--- config.mk ---
export PLATFORM = sky130hd
export DESIGN_NAME = can_tx_scheduler
export DESIGN_NICKNAME = d
export VERILOG_FILES = /design/src/rtl/can_tx_scheduler.sv
export SDC_FILE = /design/constraint.sdc
export NUM_CORES = 1
export LEC_CHECK = 0
export BUFFER_PORTS_ARGS = -buffer_cell sky130_fd_sc_hd__buf_2
export CAP_MARGIN = 40
export CORE_ASPECT_RATIO = 0.75
export CORE_MARGIN = 3
export CORE_UTILIZATION = 55
export DETAILED_ROUTE_END_ITERATION = 7
export PLACE_DENSITY = 0.9
export SYNTH_ARGS = -nofsm -noshare
export SYNTH_HDL_FRONTEND = slang
export SYNTH_SLANG_ARGS = --single-unit
--- constraint.sdc ---
create_clock -name i_Clock -period 3.3 [get_ports i_Clock]
set_input_delay 0.33 -clock i_Clock [delete_from_list [all_inputs] [get_ports i_Clock]]
set_output_delay 0.33 -clock i_Clock [all_outputs]
set_load 0.03 [all_outputs]
--- src/rtl/can_tx_scheduler.sv ---
// rtl/can_tx_scheduler.sv - CAN transmit mailbox scheduler: lowest-ID arbitration, retry and abort handling
//
// Ports:
//   i_Clock, i_Reset        clock and asynchronous active-high reset
//   i_Req[N_MBOX]           per-mailbox pending-frame level
//   i_Id[N_MBOX*ID_W]       packed identifiers, mailbox m at [m*ID_W +: ID_W]
//   i_Bus_Idle              bus idle / interframe space complete
//   i_Tx_Done, i_Arb_Lost, i_Tx_Error   one-cycle result pulses from the transmitter
//   o_Tx_Start, o_Tx_Sel    start pulse and index of the granted mailbox
//   o_Grant                 one-hot grant held for the attempt
//   o_Done, o_Abort         per-mailbox one-cycle completion / retry-limit pulses
//   o_Busy                  high whenever the scheduler is not idle
module can_tx_scheduler #(
    parameter int N_MBOX      = 4,
    parameter int ID_W        = 11,
    parameter int MAX_RETRY   = 8,
    parameter int TIMEOUT_CYC = 4096,
    localparam int SEL_W      = (N_MBOX > 1) ? $clog2(N_MBOX) : 1,
    localparam int TO_W       = (TIMEOUT_CYC > 1) ? $clog2(TIMEOUT_CYC) : 1
) (
    input  logic                   i_Clock,
    input  logic                   i_Reset,
    input  logic [N_MBOX-1:0]      i_Req,
    input  logic [N_MBOX*ID_W-1:0] i_Id,
    input  logic                   i_Bus_Idle,
    input  logic                   i_Tx_Done,
    input  logic                   i_Arb_Lost,
    input  logic                   i_Tx_Error,
    output logic                   o_Tx_Start,
    output logic [SEL_W-1:0]       o_Tx_Sel,
    output logic [N_MBOX-1:0]      o_Grant,
    output logic [N_MBOX-1:0]      o_Done,
    output logic [N_MBOX-1:0]      o_Abort,
    output logic                   o_Busy
);

    typedef enum logic [2:0] {
        S_IDLE  = 3'd0,
        S_ARB   = 3'd1,
        S_START = 3'd2,
        S_WAIT  = 3'd3,
        S_HOLD  = 3'd4
    } state_t;

    state_t              r_state;
    state_t              w_state_nxt;
    logic [SEL_W-1:0]    r_sel;
    logic [SEL_W-1:0]    w_sel_nxt;
    logic [N_MBOX-1:0]   r_grant;
    logic [N_MBOX-1:0]   w_grant_nxt;
    logic [N_MBOX-1:0]   r_done;
    logic [N_MBOX-1:0]   w_done_nxt;
    logic [N_MBOX-1:0]   r_abort;
    logic [N_MBOX-1:0]   w_abort_nxt;
    logic [3:0]          r_retry [N_MBOX];
    logic [TO_W-1:0]     r_timeout;

    logic                w_win_found;
    logic [SEL_W-1:0]    w_win_idx;
    logic [ID_W-1:0]     w_win_id;
    logic [3:0]          w_retry_cur;
    logic [3:0]          w_retry_new;
    logic                w_timeout_hit;
    logic                w_retry_inc;
    logic                w_retry_clr;
    logic                w_to_clr;

    // Lowest identifier among requesting mailboxes. Strict less-than while
    // scanning upward means an equal ID never displaces a lower index.
    always_comb begin
        w_win_found = 1'b0;
        w_win_idx   = '0;
        w_win_id    = '0;
        for (int m = 0; m < N_MBOX; m++) begin
            if (i_Req[m] && (!w_win_found || (i_Id[m*ID_W +: ID_W] < w_win_id))) begin
                w_win_found = 1'b1;
                w_win_idx   = SEL_W'(m);
                w_win_id    = i_Id[m*ID_W +: ID_W];
            end
        end
    end

    assign w_retry_cur   = r_retry[r_sel];
    // Saturating increment; the counter is cleared on reaching the limit so
    // saturation only guards against an out-of-range parameter.
    assign w_retry_new   = (w_retry_cur >= 4'(MAX_RETRY)) ? w_retry_cur : w_retry_cur + 4'd1;
    assign w_timeout_hit = (r_timeout == TO_W'(TIMEOUT_CYC - 1));

    always_ff @(posedge i_Clock or posedge i_Reset) begin
        if (i_Reset) begin
            r_state <= S_IDLE;
        end else begin
            r_state <= w_state_nxt;
        end
    end

    always_comb begin
        w_state_nxt = r_state;
        w_sel_nxt   = r_sel;
        w_grant_nxt = r_grant;
        w_done_nxt  = '0;
        w_abort_nxt = '0;
        w_retry_inc = 1'b0;
        w_retry_clr = 1'b0;
        w_to_clr    = 1'b0;
        case (r_state)
            S_IDLE: begin
                if (i_Bus_Idle && (|i_Req)) begin
                    w_state_nxt = S_ARB;
                end
            end
            S_ARB: begin
                if (w_win_found) begin
                    w_sel_nxt   = w_win_idx;
                    w_grant_nxt = N_MBOX'(1) << w_win_idx;
                    w_state_nxt = S_START;
                end else begin
                    w_state_nxt = S_IDLE;
                end
            end
            S_START: begin
                w_to_clr    = 1'b1;
                w_state_nxt = S_WAIT;
            end
            S_WAIT: begin
                // Error (or timeout) outranks arbitration loss, which outranks done.
                if (i_Tx_Error || w_timeout_hit) begin
                    w_grant_nxt = '0;
                    if (w_retry_new == 4'(MAX_RETRY)) begin
                        w_abort_nxt = r_grant;
                        w_retry_clr = 1'b1;
                        w_state_nxt = S_HOLD;
                    end else begin
                        w_retry_inc = 1'b1;
                        w_state_nxt = S_IDLE;
                    end
                end else if (i_Arb_Lost) begin
                    w_grant_nxt = '0;
                    w_state_nxt = S_IDLE;
                end else if (i_Tx_Done) begin
                    w_grant_nxt = '0;
                    w_done_nxt  = r_grant;
                    w_retry_clr = 1'b1;
                    w_state_nxt = S_HOLD;
                end
            end
            S_HOLD: begin
                // Lets the mailbox drop its request before IDLE samples it again.
                w_state_nxt = S_IDLE;
            end
            default: begin
                w_state_nxt = S_IDLE;
                w_grant_nxt = '0;
            end
        endcase
    end

    always_ff @(posedge i_Clock or posedge i_Reset) begin
        if (i_Reset) begin
            r_sel     <= '0;
            r_grant   <= '0;
            r_done    <= '0;
            r_abort   <= '0;
            r_timeout <= '0;
            for (int m = 0; m < N_MBOX; m++) begin
                r_retry[m] <= '0;
            end
        end else begin
            r_sel   <= w_sel_nxt;
            r_grant <= w_grant_nxt;
            r_done  <= w_done_nxt;
            r_abort <= w_abort_nxt;
            if (w_to_clr) begin
                r_timeout <= '0;
            end else if ((r_state == S_WAIT) && !w_timeout_hit) begin
                r_timeout <= r_timeout + TO_W'(1);
            end
            if (w_retry_clr) begin
                r_retry[r_sel] <= '0;
            end else if (w_retry_inc) begin
                r_retry[r_sel] <= w_retry_new;
            end
        end
    end

    assign o_Tx_Start = (r_state == S_START);
    assign o_Tx_Sel   = r_sel;
    assign o_Grant    = r_grant;
    assign o_Done     = r_done;
    assign o_Abort    = r_abort;
    assign o_Busy     = (r_state != S_IDLE);

endmodule

======== After elaboration in Yosys (flattened, before gate mapping) ========
Index checks and enable logic that the tools add are counted.
storage, ports and cells
  word-level logic and storage cells ...... 104
  input bits .............................. 54
  register bits after elaboration ......... 45
cells by class
  add/subtract/negate cells ............... 2
  order comparisons ....................... 6
  reductions and logical operators ........ 23
  eq/ne operators ......................... 9
  mux-type cells .......................... 49
  bitwise logic cells ..................... 4
  shifts and indexed selects .............. 1
operator list
  operator                                             number
  2-to-1 mux 4 bit                                     15
  less-than comparator 11 bit                          3
  2-to-1 mux 11 bit                                    3
  2-to-1 mux 16 bit                                    2
  2-to-1 mux 12 bit                                    2
  bitwise AND 16 bit                                   1
  bitwise mux 16 bit                                   1
  NOT 16 bit                                           1
  2-to-1 mux 3 bit                                     5
  2-to-1 mux 1 bit                                     14
  adder 12 x 1 -> 12 bit, second input constant        1
  equality test 12 bit, second input constant          1
  one-hot mux 3 bit (4 select lines)                   1
  one-hot mux 4 bit (3 select lines)                   1
  binary-select mux 4 bit (select 2 bit)               1
  demux 4 bit (select 2 bit)                           1
  equality test 3 x 2 -> 1 bit, second input constant  2
  logical AND 1 bit                                    6
  2-to-1 mux 2 bit                                     3
  adder 4 x 1 -> 4 bit, second input constant          1
  equality test 4 bit, second input constant           1
  >= comparator 4 bit, second input constant           1
  zero test 1 bit                                      4
  logical OR 1 bit                                     4
  other kinds (16)                                     19

======== Longest topological paths before layout ========
  depth in word-level cells ............... 16
  mapped depth ............................ 28

======== Worst setup path after synthesis ========
Ideal clock, no wire load.
  path kind ............................... in2reg
  start ................................... in i_Req[0]
  end ..................................... reg r_grant[1] (netlist: o_Grant[1])
  data required time ...................... 3.178 ns
  stages on the path ...................... 28
  setup time .............................. 0.122 ns
  arrival time ............................ 5.796 ns
  setup slack ............................. -2.617 ns
  path through ............................ buf_4 clkbuf_1 nand2_1 ha_1 a21oi_1 o21ai_1 a221oi_2 nand2_1 a21bo_2 clkbuf_1 mux2_2 ha_1 o21ai_0 a21oi_1 a21o_1 a2111oi_2 or2_0 buf_4 buf_6 mux2_2 ha_1 a21oi_1 o211ai_1 a221oi_1 o311ai_0 a211o_1 and3_1 a32o_1
between the ends
  word-level cells in the longest chain between the ends .. 16
  elaborated cells between the ends (all ways) .. 27
  those cells by class .................... 3 x order compare; 1 x eq/ne; 1 x shift; 12 x mux; 10 x reduce/logical
RTL lines
  what                                                                   line  text
  from (decl)                                                            23    input logic [N_MBOX-1:0] i_Req,
  2-to-1 mux 11 bit / 2-to-1 mux 1 bit (equally long branches)           75    if (i_Req[m] && (!w_win_found || (i_Id[m*ID_W +: ID_W] < w_win_id))) begin
  less-than comparator 11 bit / zero test 1 bit (equally long branches)  75
  logical OR 1 bit                                                       75
  logical AND 1 bit                                                      75
  2-to-1 mux 11 bit / 2-to-1 mux 1 bit (equally long branches)           75
  less-than comparator 11 bit / zero test 1 bit (equally long branches)  75
  logical OR 1 bit                                                       75
  logical AND 1 bit                                                      75
  2-to-1 mux 11 bit / 2-to-1 mux 1 bit (equally long branches)           75
  less-than comparator 11 bit / zero test 1 bit (equally long branches)  75
  logical OR 1 bit                                                       75
  logical AND 1 bit                                                      75
  2-to-1 mux 2 bit                                                       75
  left shift 1 x 2 -> 4 bit                                              115   w_grant_nxt = N_MBOX'(1) << w_win_idx;
  2-to-1 mux 4 bit                                                       113   if (w_win_found) begin
  one-hot mux 4 bit (3 select lines)                                     106   case (r_state)
  to (signal assigned)                                                   170   r_grant <= w_grant_nxt;
  to (decl)                                                              49    logic [N_MBOX-1:0] r_grant;
Parallel ways exist; a longest one is shown, timed or not. The select of a mux whose other input is x is not followed.
A chain may end at the register's enable or synchronous reset.

======== Worst setup path in the final report ========
  start ................................... in i_Req[0]
  end ..................................... reg r_grant[2] (netlist: o_Grant[2])
The elaborated chain is that of the path after synthesis.

==> metrics.csv <==
metric;value;unit
area of the mapped netlist;3287;um2
pwr dens;510.0;nW/um2
GPL Wtd Cong;0.9138;
fin util;83.58;%
PortBufs;69;
Top Usage Layer GRT;met2;
r2r startpoint;o_Tx_Sel[0]$_DFFE_PP0P_;
Ys Warns;0;
DRC viols;0;
Final Routed Wirelength;10.53;mm
CTS clk-pin slew, worst paths;0.09;ns
Fillers;285;
Reg2Reg Capture Point;r_retry[13]$_DFFE_PP0P_;
global routing usage on met1;40.69;%
flops & latches, synth;45;
fin crit share;162.7;%
GR met3 Demand/Resource;6.392;%
root buffer cell;clkbuf_8;
final clock skew;0.01053;ns
Critical-path top delay cell;a221oi_2;
Initial Util;59.18;%
share of layout cells above drive strength 1;49.22;%
vias in the first global route;3282;
Worst Hold Class;input port to asynchronous set/reset pin;
synth-to-layout area growth;41.23;%
DP Worst Slack;-2.640;ns
CP peak stage delay;0.34;ns
top achievable clock speed;186.3;MHz
worst setup margin;-2.069;ns
worst vdd ir;497.6;uV
syn avg cell area;9.753;um2
RSZ-0062 raised after global routing;yes;
asr flop ratio synth;100.0;%
vias per cell;6.173;
sequential share of power;34.0;%
number of core rows;23;
EDFF count, synth;0;
io pins;70;
post-route ant nets;0;
sequential share of the synthesized area;34.26;%
Overflow after GRT;0;
max_cap viols;0;
hold_buf cts;0;
outcome;complete, but fails checks;
Detailed Routing Iterations Pass 1;4;
die width;95.27;um
Psw;0.9667;mW
Synth Flop Type;dfrtp_1;
Hold Vio Cnt, Final;0;
setup TNS;-11.82;ns
Die ar.;6950;um2
pin count of the biggest net entering global routing;46;
total power;2.367;mW
combinational fraction of design power;50.2;%
most used cell, CP;ha_4;
Final Setup Violations;6;
Post-Syn Instances;337;
CP Max Fanout;8;
Placed Area;4100;um2
Leakage;2.258;nW
r2r setup slk;0.54;ns
switching part of the total;40.83;%
CP Launch Point;i_Req[0];
initial antenna violation count;0;
fin area;4642;um2
Max Slew Vio Count;0;
H-tree Lvls;2;
via count;3247;
final net count;537;
Int Pwr;1.401;mW
TritonCTS Buffers;5;
Die Ht;72.95;um
Synth cell types;58;
DR WL/cell;20.01;um
clock network power share;15.8;%
worst skew pair latency;0.30;ns
clock sinks;45;
CP Capture Type;register;
startpoint class of the critical path;input port;
Least-Margin Pin Slew;0.8929;ns
failing checks;negative setup slack;
core area;5554;um2
critical path arrival;5.56;ns
antenna cells;0;
Critical Path RT;3.49;ns
dpl hpwl;6.831;mm
Worst slew margin;39.72;%
GRT Total Usage;29.93;%
CTS Buffer Depth;2;
minimum clock period after layout;5.369;ns
global-route wire length before repair;16.03;mm
CTS tree;yes;
First DRT Iteration DRCs;291;
syn_nets;424;
crit path kind;input port to register;
R2R cell count;7;
met2 Resource Use GR;47.17;%
[area by class of cell]
class	instances	area (um2)	area share, %
clock buffer	7	96.34	2.075
clock inverter	1	5.005	0.1078
inverter	28	105.1	2.264
multi-input combinational	256	2460	52.99
sequential	45	1126	24.26
tap	75	93.84	2.022
timing repair buffer	114	755.7	16.28
[power by group through the flow]
stage / logic [mW] / clock network, mW / registers, mW
2_1_floorplan: 0.748 / 0 / 0.811
3_3_place_gp: 0.987 / 0 / 0.798
3_5_place_dp: 1.03 / 0 / 0.813
4_1_cts: 1.11 / 0.374 / 0.802
5_1_grt: 1.28 / 0.405 / 0.824
6_report: 1.19 / 0.375 / 0.805
[cells by family (layout without fill, tap and decap cells)]
kind of cell / Yosys count / in the layout / share of synthesized area (%)
AOI/OAI and AO/OA: 55 / 56 / 12.30
adders and majority gates: 33 / 33 / 12.56
muxes: 43 / 43 / 15.76
and+or+nand+nor: 115 / 115 / 17.51
DFF: 45 / 45 / 34.26
buffers and inverters: 37 / 150 / 5.215
xor gates and xnor gates: 9 / 9 / 2.398
[registers in the layout (all words and copies together), names as in the netlist]
register and flops:
r_retry 16, o_Tx_Sel 2, o_Abort 4, o_Done 4, r_timeout 12, r_state 3
o_Grant 4
[synth_stat cells, types with 3 or more instances]
| cell type | n | area share [%] |
|---|---|---|
| dfrtp_1 | 45 | 34 |
| mux2_2 | 36 | 12 |
| ha_1 | 33 | 13 |
| nand2_1 | 32 | 3.7 |
| inv_1 | 28 | 3.2 |
| nor2_1 | 24 | 2.7 |
| o21ai_0 | 12 | 1.8 |
| nand3_1 | 11 | 1.7 |
| a21oi_1 | 10 | 1.5 |
| and3_1 | 8 | 1.5 |
| nand4_1 | 8 | 1.5 |
| nor3_1 | 7 | 1.1 |
| xor2_1 | 7 | 1.9 |
| a21o_1 | 5 | 1.1 |
| and2_1 | 4 | 0.76 |
| o21bai_1 | 4 | 0.91 |
| clkbuf_1 | 3 | 0.34 |
| mux2i_1 | 3 | 0.91 |
| nand2b_1 | 3 | 0.57 |
| nor2_2 | 3 | 0.57 |
[worst max-delay path: cells and delay by family]
family	cells	cell delay, ns
AOI/OAI and AO/OA	11	2.25
and+or+nand+nor	7	0.87
adders and majority gates	3	0.78
buffers and inverters	5	0.67
muxes	2	0.64
[per-layer routing]
| layer | up-vias | wire, um |
|---|---|---|
| met5 | - | 0 |
| met4 | 0 | 379 |
| met3 | 38 | 981 |
| met2 | 203 | 4942 |
| met1 | 1557 | 4222 |
| li1 | 1449 | - |
[per-stage QoR]
stage | cells | hold WS, ns
4_1_cts | 520 | 0.1884
3_3_place_gp | 503 | 0.4771
3_5_place_dp | 503 | 0.4826
2_1_floorplan | 337 | 0.4541
6_report | 526 | 0.1589
5_1_grt | 526 | 0.2025
[worst max path at each step]
stage | cells after the start | to | slack, ns
after floorplan | 28 | o_Grant[1]$_DFFE_PP0P_ | -2.11
after global placement | 25 | o_Grant[1]$_DFFE_PP0P_ | -2.39
after detailed placement | 25 | o_Grant[1]$_DFFE_PP0P_ | -2.64
after CTS | 27 | o_Grant[2]$_DFFE_PP0P_ | -1.84
after global routing | 28 | o_Grant[2]$_DFFE_PP0P_ | -2.16
final | 28 | o_Grant[2]$_DFFE_PP0P_ | -2.07
[cells in the final DEF, fill, tap and decap left out, drive strengths merged, types with 3 or more instances in the layout]
| master | synthesis | layout |
|---|---|---|
| clkbuf | 4 | 7 |
| nand3 | 11 | 11 |
| mux2i | 3 | 3 |
| nand2b | 3 | 3 |
| xor2 | 7 | 7 |
| o21ai | 13 | 13 |
| mux2 | 37 | 37 |
| nand4 | 8 | 8 |
| nand2 | 32 | 32 |
| buf | 5 | 114 |
| nor3 | 7 | 7 |
| and2 | 4 | 4 |
| mux4 | 3 | 3 |
| and3 | 8 | 8 |
| inv | 28 | 28 |
| dfrtp | 45 | 45 |
| a21oi | 12 | 12 |
| a21o | 5 | 5 |
| o21bai | 4 | 4 |
| ha | 33 | 33 |
| nor2 | 27 | 27 |
[what timing repair did]
item | CTS | global route
gates cloned | 2 | 0
pin swaps | 31 | 15
resized for setup | 37 | 15
setup endpoints to repair | 6 | 6
setup buffers | 7 | 6
No activity file was read; power rests on OpenSTA's default activity.
